## config.mk

```make
export PLATFORM = sky130hd
export DESIGN_NAME = logic_unit_pipe
export DESIGN_NICKNAME = d
export VERILOG_FILES = /design/src/rtl/logic_unit_pipe_pkg.sv /design/src/rtl/logic_unit_pipe_op_core.sv /design/src/rtl/logic_unit_pipe.sv
export SDC_FILE = /design/constraint.sdc
export NUM_CORES = 1
export LEC_CHECK = 0
export ABC_CLOCK_PERIOD_IN_PS = 1800
export BUFFER_PORTS_ARGS = -buffer_cell sky130_fd_sc_hd__buf_2
export CAP_MARGIN = 20
export CORE_MARGIN = 2
export CORE_UTILIZATION = 34
export DETAILED_ROUTE_END_ITERATION = 6
export SETUP_SLACK_MARGIN = 0.15
export SLEW_MARGIN = 40
export SYNTH_ARGS = -nofsm -noshare
export SYNTH_HDL_FRONTEND = slang
export SYNTH_SLANG_ARGS = --single-unit
```

## constraint.sdc

```tcl
create_clock -name clk -period 1.8 [get_ports clk]
set_input_delay 0.18 -clock clk [delete_from_list [all_inputs] [get_ports clk]]
set_output_delay 0.18 -clock clk [all_outputs]
set_load 0.01 [all_outputs]
```

## src/rtl/logic_unit_pipe_pkg.sv

```systemverilog
// rtl/logic_unit_pipe_pkg.sv - op-select width and op codes shared by the logic unit files
package logic_unit_pipe_pkg;

  localparam int OP_W = 3;

  typedef enum logic [OP_W-1:0] {
    OP_AND   = 3'd0,
    OP_OR    = 3'd1,
    OP_XOR   = 3'd2,
    OP_NAND  = 3'd3,
    OP_NOR   = 3'd4,
    OP_XNOR  = 3'd5,
    OP_ANDN  = 3'd6,
    OP_PASSA = 3'd7
  } op_e;

endpackage

```

## src/rtl/logic_unit_pipe_op_core.sv

```systemverilog
// rtl/logic_unit_pipe_op_core.sv - combinational bitwise op with zero/all-ones reduction flags
module logic_op_core
  import logic_unit_pipe_pkg::*;
#(
  parameter int WIDTH = 8
) (
  input  logic [WIDTH-1:0] a,
  input  logic [WIDTH-1:0] b,
  input  logic [OP_W-1:0]  op,
  output logic [WIDTH-1:0] y,
  output logic             zero,
  output logic             ones
);

  always_comb begin
    y = '0;
    case (op_e'(op))
      OP_AND:   y = a & b;
      OP_OR:    y = a | b;
      OP_XOR:   y = a ^ b;
      OP_NAND:  y = ~(a & b);
      OP_NOR:   y = ~(a | b);
      OP_XNOR:  y = ~(a ^ b);
      OP_ANDN:  y = a & ~b;
      OP_PASSA: y = a;
      default:  y = '0;
    endcase
  end

  // For WIDTH=1 the AND-reduction degenerates to y itself.
  assign zero = ~|y;
  assign ones = &y;

endmodule

```

## src/rtl/logic_unit_pipe.sv

```systemverilog
// rtl/logic_unit_pipe.sv - two-stage valid/ready bitwise logic unit with completion counter
module logic_unit_pipe
  import logic_unit_pipe_pkg::*;
#(
  parameter int WIDTH = 8,
  parameter int CNT_W = 8
) (
  input  logic             clk,
  input  logic             rst,
  input  logic             in_valid,
  output logic             in_ready,
  input  logic [WIDTH-1:0] in_a,
  input  logic [WIDTH-1:0] in_b,
  input  logic [OP_W-1:0]  in_op,
  output logic             out_valid,
  input  logic             out_ready,
  output logic [WIDTH-1:0] out_y,
  output logic             out_zero,
  output logic             out_ones,
  output logic [CNT_W-1:0] done_cnt
);

  logic             r_s1_valid;
  logic [WIDTH-1:0] r_s1_a;
  logic [WIDTH-1:0] r_s1_b;
  logic [OP_W-1:0]  r_s1_op;

  logic             r_s2_valid;
  logic [WIDTH-1:0] r_s2_y;
  logic             r_s2_zero;
  logic             r_s2_ones;
  logic [CNT_W-1:0] r_cnt;

  logic             w_adv1;
  logic             w_adv2;
  logic [WIDTH-1:0] w_y;
  logic             w_zero;
  logic             w_ones;

  // Each stage moves when it is empty or the stage downstream moves; no skid buffer.
  assign w_adv2 = !r_s2_valid || out_ready;
  assign w_adv1 = !r_s1_valid || w_adv2;

  logic_op_core #(.WIDTH(WIDTH)) u_core (
    .a    (r_s1_a),
    .b    (r_s1_b),
    .op   (r_s1_op),
    .y    (w_y),
    .zero (w_zero),
    .ones (w_ones)
  );

  always_ff @(posedge clk) begin
    if (rst) begin
      r_s1_valid <= 1'b0;
      r_s1_a     <= '0;
      r_s1_b     <= '0;
      r_s1_op    <= '0;
      r_s2_valid <= 1'b0;
      r_s2_y     <= '0;
      r_s2_zero  <= 1'b0;
      r_s2_ones  <= 1'b0;
      r_cnt      <= '0;
    end else begin
      if (w_adv1) begin
        r_s1_valid <= in_valid;
        if (in_valid) begin
          r_s1_a  <= in_a;
          r_s1_b  <= in_b;
          r_s1_op <= in_op;
        end
      end
      if (w_adv2) begin
        r_s2_valid <= r_s1_valid;
        if (r_s1_valid) begin
          r_s2_y    <= w_y;
          r_s2_zero <= w_zero;
          r_s2_ones <= w_ones;
        end
      end
      if (r_s2_valid && out_ready) begin
        r_cnt <= r_cnt + CNT_W'(1);
      end
    end
  end

  assign in_ready  = w_adv1;
  assign out_valid = r_s2_valid;
  assign out_y     = r_s2_y;
  assign out_zero  = r_s2_zero;
  assign out_ones  = r_s2_ones;
  assign done_cnt  = r_cnt;

endmodule

```

# Yosys cells after proc, flatten, opt, wreduce, memory -nomap -nowiden
# Index checks and enable logic that the tools add are counted.
[classes]
n_addsub = 1
n_mux = 1
reduce_logical = 11
n_eq_ne = 7
bitwise = 8
[ops]
columns = ["op", "count"]
rows = [
  ["$pmux W8 S8", 1],
  ["$not A8 Y8", 4],
  ["$and A8 B8 Y8", 2],
  ["$eq A3 B3 Y1 const B", 4],
  ["$add A8 B1 Y8 const B", 1],
  ["$or A8 B8 Y8", 1],
  ["$reduce_and A8 Y1", 1],
  ["$reduce_or A8 Y1", 1],
  ["$xor A8 B8 Y8", 1],
  ["$eq A3 B2 Y1 const B", 2],
  ["$reduce_and A2 Y1", 2],
  ["$eq A3 B1 Y1 const B", 1],
  ["$logic_not A1 Y1", 3],
  ["$logic_not A3 Y1", 1],
  ["$logic_or A1 B1 Y1", 2],
  ["$logic_and A1 B1 Y1", 1],
]
[word_totals]
in_bits = 23
out_inout_bits = 20
word_cells = 37
reg_bits = 39

# Logic depth before layout (Yosys ltp)
# Gate-level depths: netlist of the first run.
[logic_depth]
ltp_word = 5
depth_mapped = 9
mapped_depth_nobuf = 8

# Hierarchy
# Synthesis of the first run repeated with hierarchy kept, for this count alone.
[hier_totals]
cells_unflattened = 325
hier_area_um2 = 2570.0
[modules_own_cells]
columns = ["module", "area_each_um2", "cells_per_inst", "seq_area_each_um2", "instances"]
rows = [
  ["logic_unit_pipe", 1516.5, 182, 780.7, 1],
  ["logic_op_core", 1053.5, 143, 0.0, 1],
]

# Least setup slack after synthesis of the first run
# Ideal clock, no wire load.
[synth_path]
path_kind = "flip-flop to flip-flop"
startpoint = "register r_s1_a[0]"
endpoint = "register r_s2_ones, in the netlist out_ones"
period_less_slack_ns = 1.862
n_path_buf = 0
t_required_ns = 1.731
path_stages_with_launch = 8
setup_time_ns = 0.069
slack_ns = -0.062
t_arrival_ns = 1.793
path_cell_list = "dfxtp_1 inv_1 ha_1 mux2_1 mux4_2 nor3_1 nand3_1 o21ai_1"
[synth_between]
elab_chain_len = 4
word_cells_on_any_way = 9
cone_classes = "mux: 1; bitwise: 7; reduce/logical: 1"
[synth_lines]
columns = ["item", "line", "rtl"]
rows = [
  ["start: declaration", "logic_unit_pipe.sv:24", "logic [WIDTH-1:0] r_s1_a;"],
  ["start signal: assignment", "logic_unit_pipe.sv:68", "r_s1_a <= in_a;"],
  ["$xor A8 B8 Y8, or another cell as far along", "logic_unit_pipe_op_core.sv:20, logic_unit_pipe_op_core.sv:23", ""],
  ["$not A8 Y8 (on tied branches)", "logic_unit_pipe_op_core.sv:23, logic_unit_pipe_op_core.sv:21, logic_unit_pipe_op_core.sv:22", ""],
  ["$pmux W8 S8 *", "logic_unit_pipe_op_core.sv:17", "case (op_e'(op))"],
  ["$reduce_and A8 Y1 *", "logic_unit_pipe_op_core.sv:32", "assign ones = &y;"],
  ["end signal: assignment", "logic_unit_pipe.sv:78", "r_s2_ones <= w_ones;"],
  ["end: declaration", "logic_unit_pipe.sv:31", "logic r_s2_ones;"],
]
# Mark *: on every way between the ends. The rest lies on a longest branch, timed or not.
# A chain may end at the register's enable or synchronous reset.

# Final worst setup path of the first run
[layout_path]
startpoint = "register r_s1_b[0]"
endpoint = "register r_s2_zero, in the netlist out_zero"
[layout_between]
elab_chain_len = 5
word_cells_on_any_way = 11
cone_classes = "mux: 1; bitwise: 8; reduce/logical: 2"
[layout_lines]
columns = ["item", "line", "rtl"]
rows = [
  ["start: declaration", "logic_unit_pipe.sv:25", "logic [WIDTH-1:0] r_s1_b;"],
  ["start signal: assignment", "logic_unit_pipe.sv:69", "r_s1_b <= in_b;"],
  ["$not A8 Y8, or another cell as far along", "logic_unit_pipe_op_core.sv:24", "OP_ANDN: y = a & ~b;"],
  ["$and A8 B8 Y8, or another cell as far along", "logic_unit_pipe_op_core.sv:24", ""],
  ["$pmux W8 S8 *", "logic_unit_pipe_op_core.sv:17", ""],
  ["$reduce_or A8 Y1 *", "logic_unit_pipe_op_core.sv:31", "assign zero = ~|y;"],
  ["$logic_not A1 Y1 *", "logic_unit_pipe_op_core.sv:31", ""],
  ["end signal: assignment", "logic_unit_pipe.sv:77", "r_s2_zero <= w_zero;"],
  ["end: declaration", "logic_unit_pipe.sv:30", "logic r_s2_zero;"],
]
# Marked as above.

==> metrics.txt, run 1 <==
Setup crit end kind flop; status finished with violations; height of the die 88.8 um; number of CTS-inserted buffers 5; relative slew slack 77.7%; setup TNS after final layout -0.0763 ns; Initial DRT Pass Iterations 4; PortBufs 42; Critical Path Start Type flop; die area 7880 sq um; global-route wire length before repair 10500 um; pwr dens 672 nW/um^2; hold crit path type input pin to flop; vias in the first global route 2233; crit path cell chain inv_2, ha_4, mux2_4, mux4_2, nand2_2, nor4_2, a21bo_1; core area 6870 sq um; clock root buffer clkbuf_8; Layout Area Growth over Synthesis 36.2%; Highest Clock Rate 543 MHz; io pins 43; min Tclk post-route 1.84 ns; r2r startpoint r_s1_b[0]$_SDFFE_PP0P_; clock power share 33.5%; maximum vdd drop 0.000288 V; CTS Sinks 39; Placer Congestion 0.869; Int Power 0.00158 W; Final HPWL DP 4510 um; PnR worst setup slack -0.0416 ns; Final Cycle Share 102%; register area share after synthesis 32.0%; drt drc 0; number of synthesized flops with an enable pin 0; GRT Overall Usage 16.9%; hold_buf cts 0; max_cap viols 0; Mapped Cells 311; combinational share of power 24.8%; Worst-Margin Slew 0.334 ns; post-synth cell types 48; Yosys reg bits 39; hold_ws 0.102 ns; Worst Skew 0.00794 ns; deepest clock path buffer count 2; syn avg cell area 7.86 sq um; Die X 88.8 um; DR WL/cell 13.3 um; CTS H-tree depth 2; switching power 0.000653 W; Crit Path Category flop to flop; Synth Net Count 359; WP buf/inv 1; family with the most delay on the worst path multiplexers; asr flop ratio synth 0%; Final Hold Vio Count 0; DRT iter0 DRCs 81; Util after Layout 48.5%; hold_sp in_a[0]; CTS tree built; # nets final 428; failing checks setup timing; gr ovfl total 0; Crit. Startpoint r_s1_b[0]$_SDFFE_PP0P_; synthesis warning total 0; Clock Latency Late Sink 0.30 ns; CP required 1.99 ns; RSZ-0062 raised after global routing yes; drt total wl 6350 um; fill count 685; Sequential Power Share 41.7%; Top FF cell, synth dfxtp_1; fin. max-slew vios 0; post-place setup slack -0.0746 ns; Synth area leaders dfxtp_1 32%, ha_1 13%, nand2_1 9.5%; Synth top area share 32.0%; initial core utilization 35.6%; Rows 30; post-synth top area cell dfxtp_1; Lkg Pwr 1.42 nW; initial antenna violation count 0; switching share of power 29.2%; Vias 2329; pin count of the biggest net entering global routing 28; Power, Total 0.00224 W; Max FO, Critical Path 3; Mapped Area 2440 sq um; max incr delay on CP 0.53 ns; via/cell ratio 4.88; share of cells above drive strength 1 36.7%; CTS clk-pin slew, worst paths 0.08 ns; Final ANT Viol Nets 0; setup violators final 3; Ant. Diodes 0; Worst Path Arrival 2.03 ns; Critical-path top delay cell mux4_2
==> power groups by stage <==
stage	registers (W)	clock network, W	logic (W)
final	0.000933	0.000749	0.000554
after global routing	0.000940	0.000804	0.000615
after CTS	0.000931	0.000777	0.000514
after detailed placement	0.000950	0	0.000463
after global placement	0.000950	0	0.000456
after floorplan	0.000953	0	0.000293
==> cell usage in the layout (no fill, tap or decap), types with 5 or more instances in the layout <==
master    synthesis  final
clkbuf_8          0      5
nand2b_1          8      8
buf_2             8     42
nor2_1           23     22
nor2b_1           7      6
mux2i_1           5      5
a21oi_1          35     33
dfxtp_1          39     28
dfxtp_2           0      9
inv_1            18     12
ha_4              0      6
ha_1             25     19
inv_2             0      5
nand2_1          62     60
buf_4             1     38
==> routing by layer <==
metal | global-route usage, % | wire, um | share of wire, %
met5 | 0 | 0 | 0
met1 | 23.1 | 3110 | 49
met2 | 26.7 | 2880 | 45
met4 | 5.37 | 119 | 1.9
met3 | 3.26 | 236 | 3.7
==> cell usage after synthesis (2+ instances only) <==
cell	n
xor2_1	4
nor2b_1	7
a21oi_1	35
nor2_1	23
mux2i_1	5
buf_1	2
a31oi_1	2
a211oi_1	5
nor3b_1	3
dfxtp_1	39
ha_1	25
mux2_2	2
or3_1	3
nand4_1	4
nand3_1	4
inv_1	18
and2_1	2
mux2_1	3
nor3_1	3
o21ai_0	4
buf_6	2
clkbuf_1	8
nand2_1	62
a32oi_1	4
o21ai_1	5
buf_2	8
nand2b_1	8
==> cell type report <==
cell class / instances / area (sq um) / share of cell area (%)
multi-input combinational: 233 / 1700 / 51.0
sequential: 39 / 800 / 24.0
timing repair buffer: 83 / 529 / 15.9
tap: 96 / 120 / 3.61
inverter: 18 / 70.1 / 2.11
clock buffer: 5 / 68.8 / 2.07
clock inverter: 3 / 43.8 / 1.32
==> final timing paths <==
kind / cells after the start / end / slack [ns]
worst max-delay path: 7 / out_zero$_SDFFE_PP0P_ / -0.04
worst min-delay path: 3 / r_s1_a[0]$_SDFFE_PP0P_ / 0.10
worst max register to register: 7 / out_zero$_SDFFE_PP0P_ / -0.04
worst min register to register: 2 / out_y[5]$_SDFFE_PP0P_ / 0.45
==> sequential cells by signal, indices dropped and copies added, names as in the netlist <==
signal and cells:
out_valid 1, out_zero 1, done_cnt 8, r_s1_a 8
r_s1_valid 1, out_ones 1, r_s1_b 8, r_s1_op 3
out_y 8
==> what timing repair did <==
item	CTS	global route
setup buffers	4	3
gates resized for setup	34	13
pin swaps	16	8
endpoints found under the setup margin	9	10
==> worst min-delay path: stages <==
cell and delay [ns]:
buf_2 0.09, nand2_1 0.04, a21oi_1 0.05
==> cells by family (layout without fill, tap and decap cells) <==
logic type,after synthesis,count (layout),share of synthesized area [%]
compound gates,66,66,16.7
mux,11,11,5.27
xor+xnor,5,5,1.79
simple gates,126,126,24.3
flops,39,39,32.0
fa+ha+maj,25,25,12.8
buf+inv,39,109,7.17
==> stage by stage <==
stage / area (sq um) / cells
floorplan: 2480 / 311
global placement: 2960 / 462
detailed placement: 2960 / 462
CTS: 3230 / 474
global route: 3330 / 477
finish: 3330 / 477
Note: power is estimated with default switching activity, not from simulation.
==> inputs of run 2 (changes only) <==
--- a/config.mk
+++ b/config.mk
@@ -8,9 +8,12 @@
 export ABC_CLOCK_PERIOD_IN_PS = 1800
 export BUFFER_PORTS_ARGS = -buffer_cell sky130_fd_sc_hd__buf_2
 export CAP_MARGIN = 20
+export CELL_PAD_IN_SITES_DETAIL_PLACEMENT = 1
+export CELL_PAD_IN_SITES_GLOBAL_PLACEMENT = 1
 export CORE_MARGIN = 2
 export CORE_UTILIZATION = 34
 export DETAILED_ROUTE_END_ITERATION = 6
+export PLACE_DENSITY_LB_ADDON = 0.1
 export SETUP_SLACK_MARGIN = 0.15
 export SLEW_MARGIN = 40
 export SYNTH_ARGS = -nofsm -noshare
==> run 2 against run 1 <==
Effect of this change:
- design area grew 4.4%
- utilization grew 2.1 points
- fmax grew 1.2%
- hold slack gained 0.0081 ns
- die area is the same
- largest cell class unchanged
- cell count grew 2.3%
- combinational power grew 13%
- via count grew 3.1%
- the run still ends with setup timing left
- sequential power is essentially flat
==> metrics.txt, run 2 (synthesis results as in run 1) <==
clock root buffer clkbuf_8 (unchanged); status finished with violations (unchanged); fin. max-slew vios 0 (unchanged); height of the die 88.8 um (unchanged); maximum vdd drop 0.000288 V (about the same); Clock Latency Late Sink 0.30 ns (about the same); CTS H-tree depth 2 (unchanged); RSZ-0062 raised after global routing yes (unchanged); hold crit path type input pin to flop (unchanged); max_cap viols 0 (unchanged); global-route wire length before repair 11600 um (was 10500 um); Worst Path Arrival 2.02 ns (was 2.03 ns); # nets final 439 (was 428); core area 6870 sq um (unchanged); Highest Clock Rate 550 MHz (was 543 MHz); min Tclk post-route 1.82 ns (was 1.84 ns); Layout Area Growth over Synthesis 42.2% (was 36.2%); most frequent cells in the layout 59 x nand2_1, 42 x buf_2, 42 x buf_4 (was 60 x nand2_1, 42 x buf_2, 38 x buf_4); Worst Skew 0.00571 ns (was 0.00794 ns); Final Cycle Share 101% (was 102%); share of cells above drive strength 1 42.1% (was 36.7%); Lkg Pwr 1.50 nW (was 1.42 nW); DRT iter0 DRCs 69 (was 81); number of CTS-inserted buffers 5 (unchanged); hold_ws 0.110 ns (was 0.102 ns); initial antenna violation count 0 (unchanged); CP required 2.00 ns (was 1.99 ns); PnR worst setup slack -0.0190 ns (was -0.0416 ns); initial core utilization 35.6% (unchanged); io pins 43 (unchanged); pin count of the biggest net entering global routing 21 (was 28); Final ANT Viol Nets 0 (unchanged); vias in the first global route 2432 (was 2233); Die X 88.8 um (unchanged); DR WL/cell 15.1 um (was 13.3 um); drt drc 0 (unchanged); via/cell ratio 4.92 (was 4.88); CTS Sinks 39 (unchanged); die area 7880 sq um (unchanged); Final Hold Vio Count 0 (unchanged); commonest non-fill, non-tap cell in the layout nand2_1 (unchanged); Power, Total 0.00217 W (was 0.00224 W); CTS tree built (unchanged); GRT Overall Usage 19.1% (was 16.9%); hold_buf cts 0 (unchanged); Final HPWL DP 5110 um (was 4510 um); Crit Path Category flop to flop (unchanged); gr ovfl total 0 (unchanged); failing checks setup timing (unchanged); Vias 2402 (was 2329); Ant. Diodes 0 (unchanged); pwr dens 624 nW/um^2 (was 672 nW/um^2); Critical Path Start Type flop (unchanged); setup violators final 2 (was 3); Rows 30 (unchanged); CTS clk-pin slew, worst paths 0.08 ns (about the same); Setup crit end kind flop (unchanged); deepest clock path buffer count 2 (unchanged); Max FO, Critical Path 6 (was 3); PortBufs 42 (unchanged); Worst-Margin Slew 0.356 ns (was 0.334 ns); relative slew slack 76.3% (was 77.7%); Initial DRT Pass Iterations 4 (unchanged); drt total wl 7360 um (was 6350 um); Placer Congestion 0.833 (was 0.869)
## run 2: cell count changes in the layout (fill, tap and decap cells not counted), moves of 3 or more
cell     change
a21oi_1      -3
a21oi_2      +3
nor2_1       -3
buf_6        +4
buf_4        +4
## run 2: worst paths after layout
| check | startpoint | end | slack (ns) | cells after the start |
|---|---|---|---|---|
| worst min register to register | out_y[3]$_SDFFE_PP0P_ | out_y[3]$_SDFFE_PP0P_ | 0.46 | 2 |
| worst min-delay path | in_b[1] | r_s1_b[1]$_SDFFE_PP0P_ | 0.11 | 3 |
| worst max register to register | r_s1_op[2]$_SDFFE_PP0P_ | out_zero$_SDFFE_PP0P_ | -0.02 | 7 |
| worst max-delay path | r_s1_op[2]$_SDFFE_PP0P_ | out_zero$_SDFFE_PP0P_ | -0.02 | 7 |
## run 2: repair_timing
| action | in CTS | in global routing |
|---|---|---|
| pin swaps | 17 | 22 |
| buffers inserted | 4 | 6 |
| cloned | 1 | 0 |
| resized for setup | 30 | 40 |
| endpoints found under the hold margin | 0 | 0 |
| setup endpoints to repair | 9 | 10 |
## run 2: power by group
group	internal (W)	switching [W]
Sequential	0.000902	0.0000300
Combinational	0.000312	0.000315
Clock	0.000271	0.000337
Total	0.00149	0.000682
## run 2: routing by layer
metal | vias to the layer above | share of wire, % | track usage, %
met3 | 6 | 2.5 | 3.17
met5 | - | 0 | 0
met2 | 40 | 49 | 32.2
li1 | 1211 | - | -
met1 | 1145 | 48 | 25.3
met4 | 0 | 1.0 | 4.96
## run 2: through the flow
stage / TNS [ns] / setup WS, ns / std cells / instance area [sq um] / util, %
final: -0.0215 / -0.0190 / 488 / 3480 / 50.6
after floorplan: 0 / 0.0606 / 311 / 2480 / -
after global placement: -0.0242 / -0.0227 / 469 / 3020 / 44.0
after detailed placement: -0.180 / -0.0720 / 469 / 3020 / 44.0
after CTS: -0.0625 / -0.0416 / 482 / 3280 / 47.7
after global routing: -0.276 / -0.118 / 488 / 3480 / 50.6
## run 2: final cells by class
cell class                 count  area [sq um]
tap                           96           120
fill                         855          3390
timing repair buffer          94           667
sequential                    39           802
clock inverter                 2          12.5
clock buffer                   6          72.6
inverter                      18          67.6
multi-input combinational    233          1730
## run 2: worst max-delay path, stage by stage (launching register included)
cell	delay (ns)
dfxtp_4	0.36
buf_12	0.14
buf_8	0.12
mux2_4	0.28
mux4_2	0.52
nand2_2	0.10
nor4_2	0.04
a21bo_1	0.16
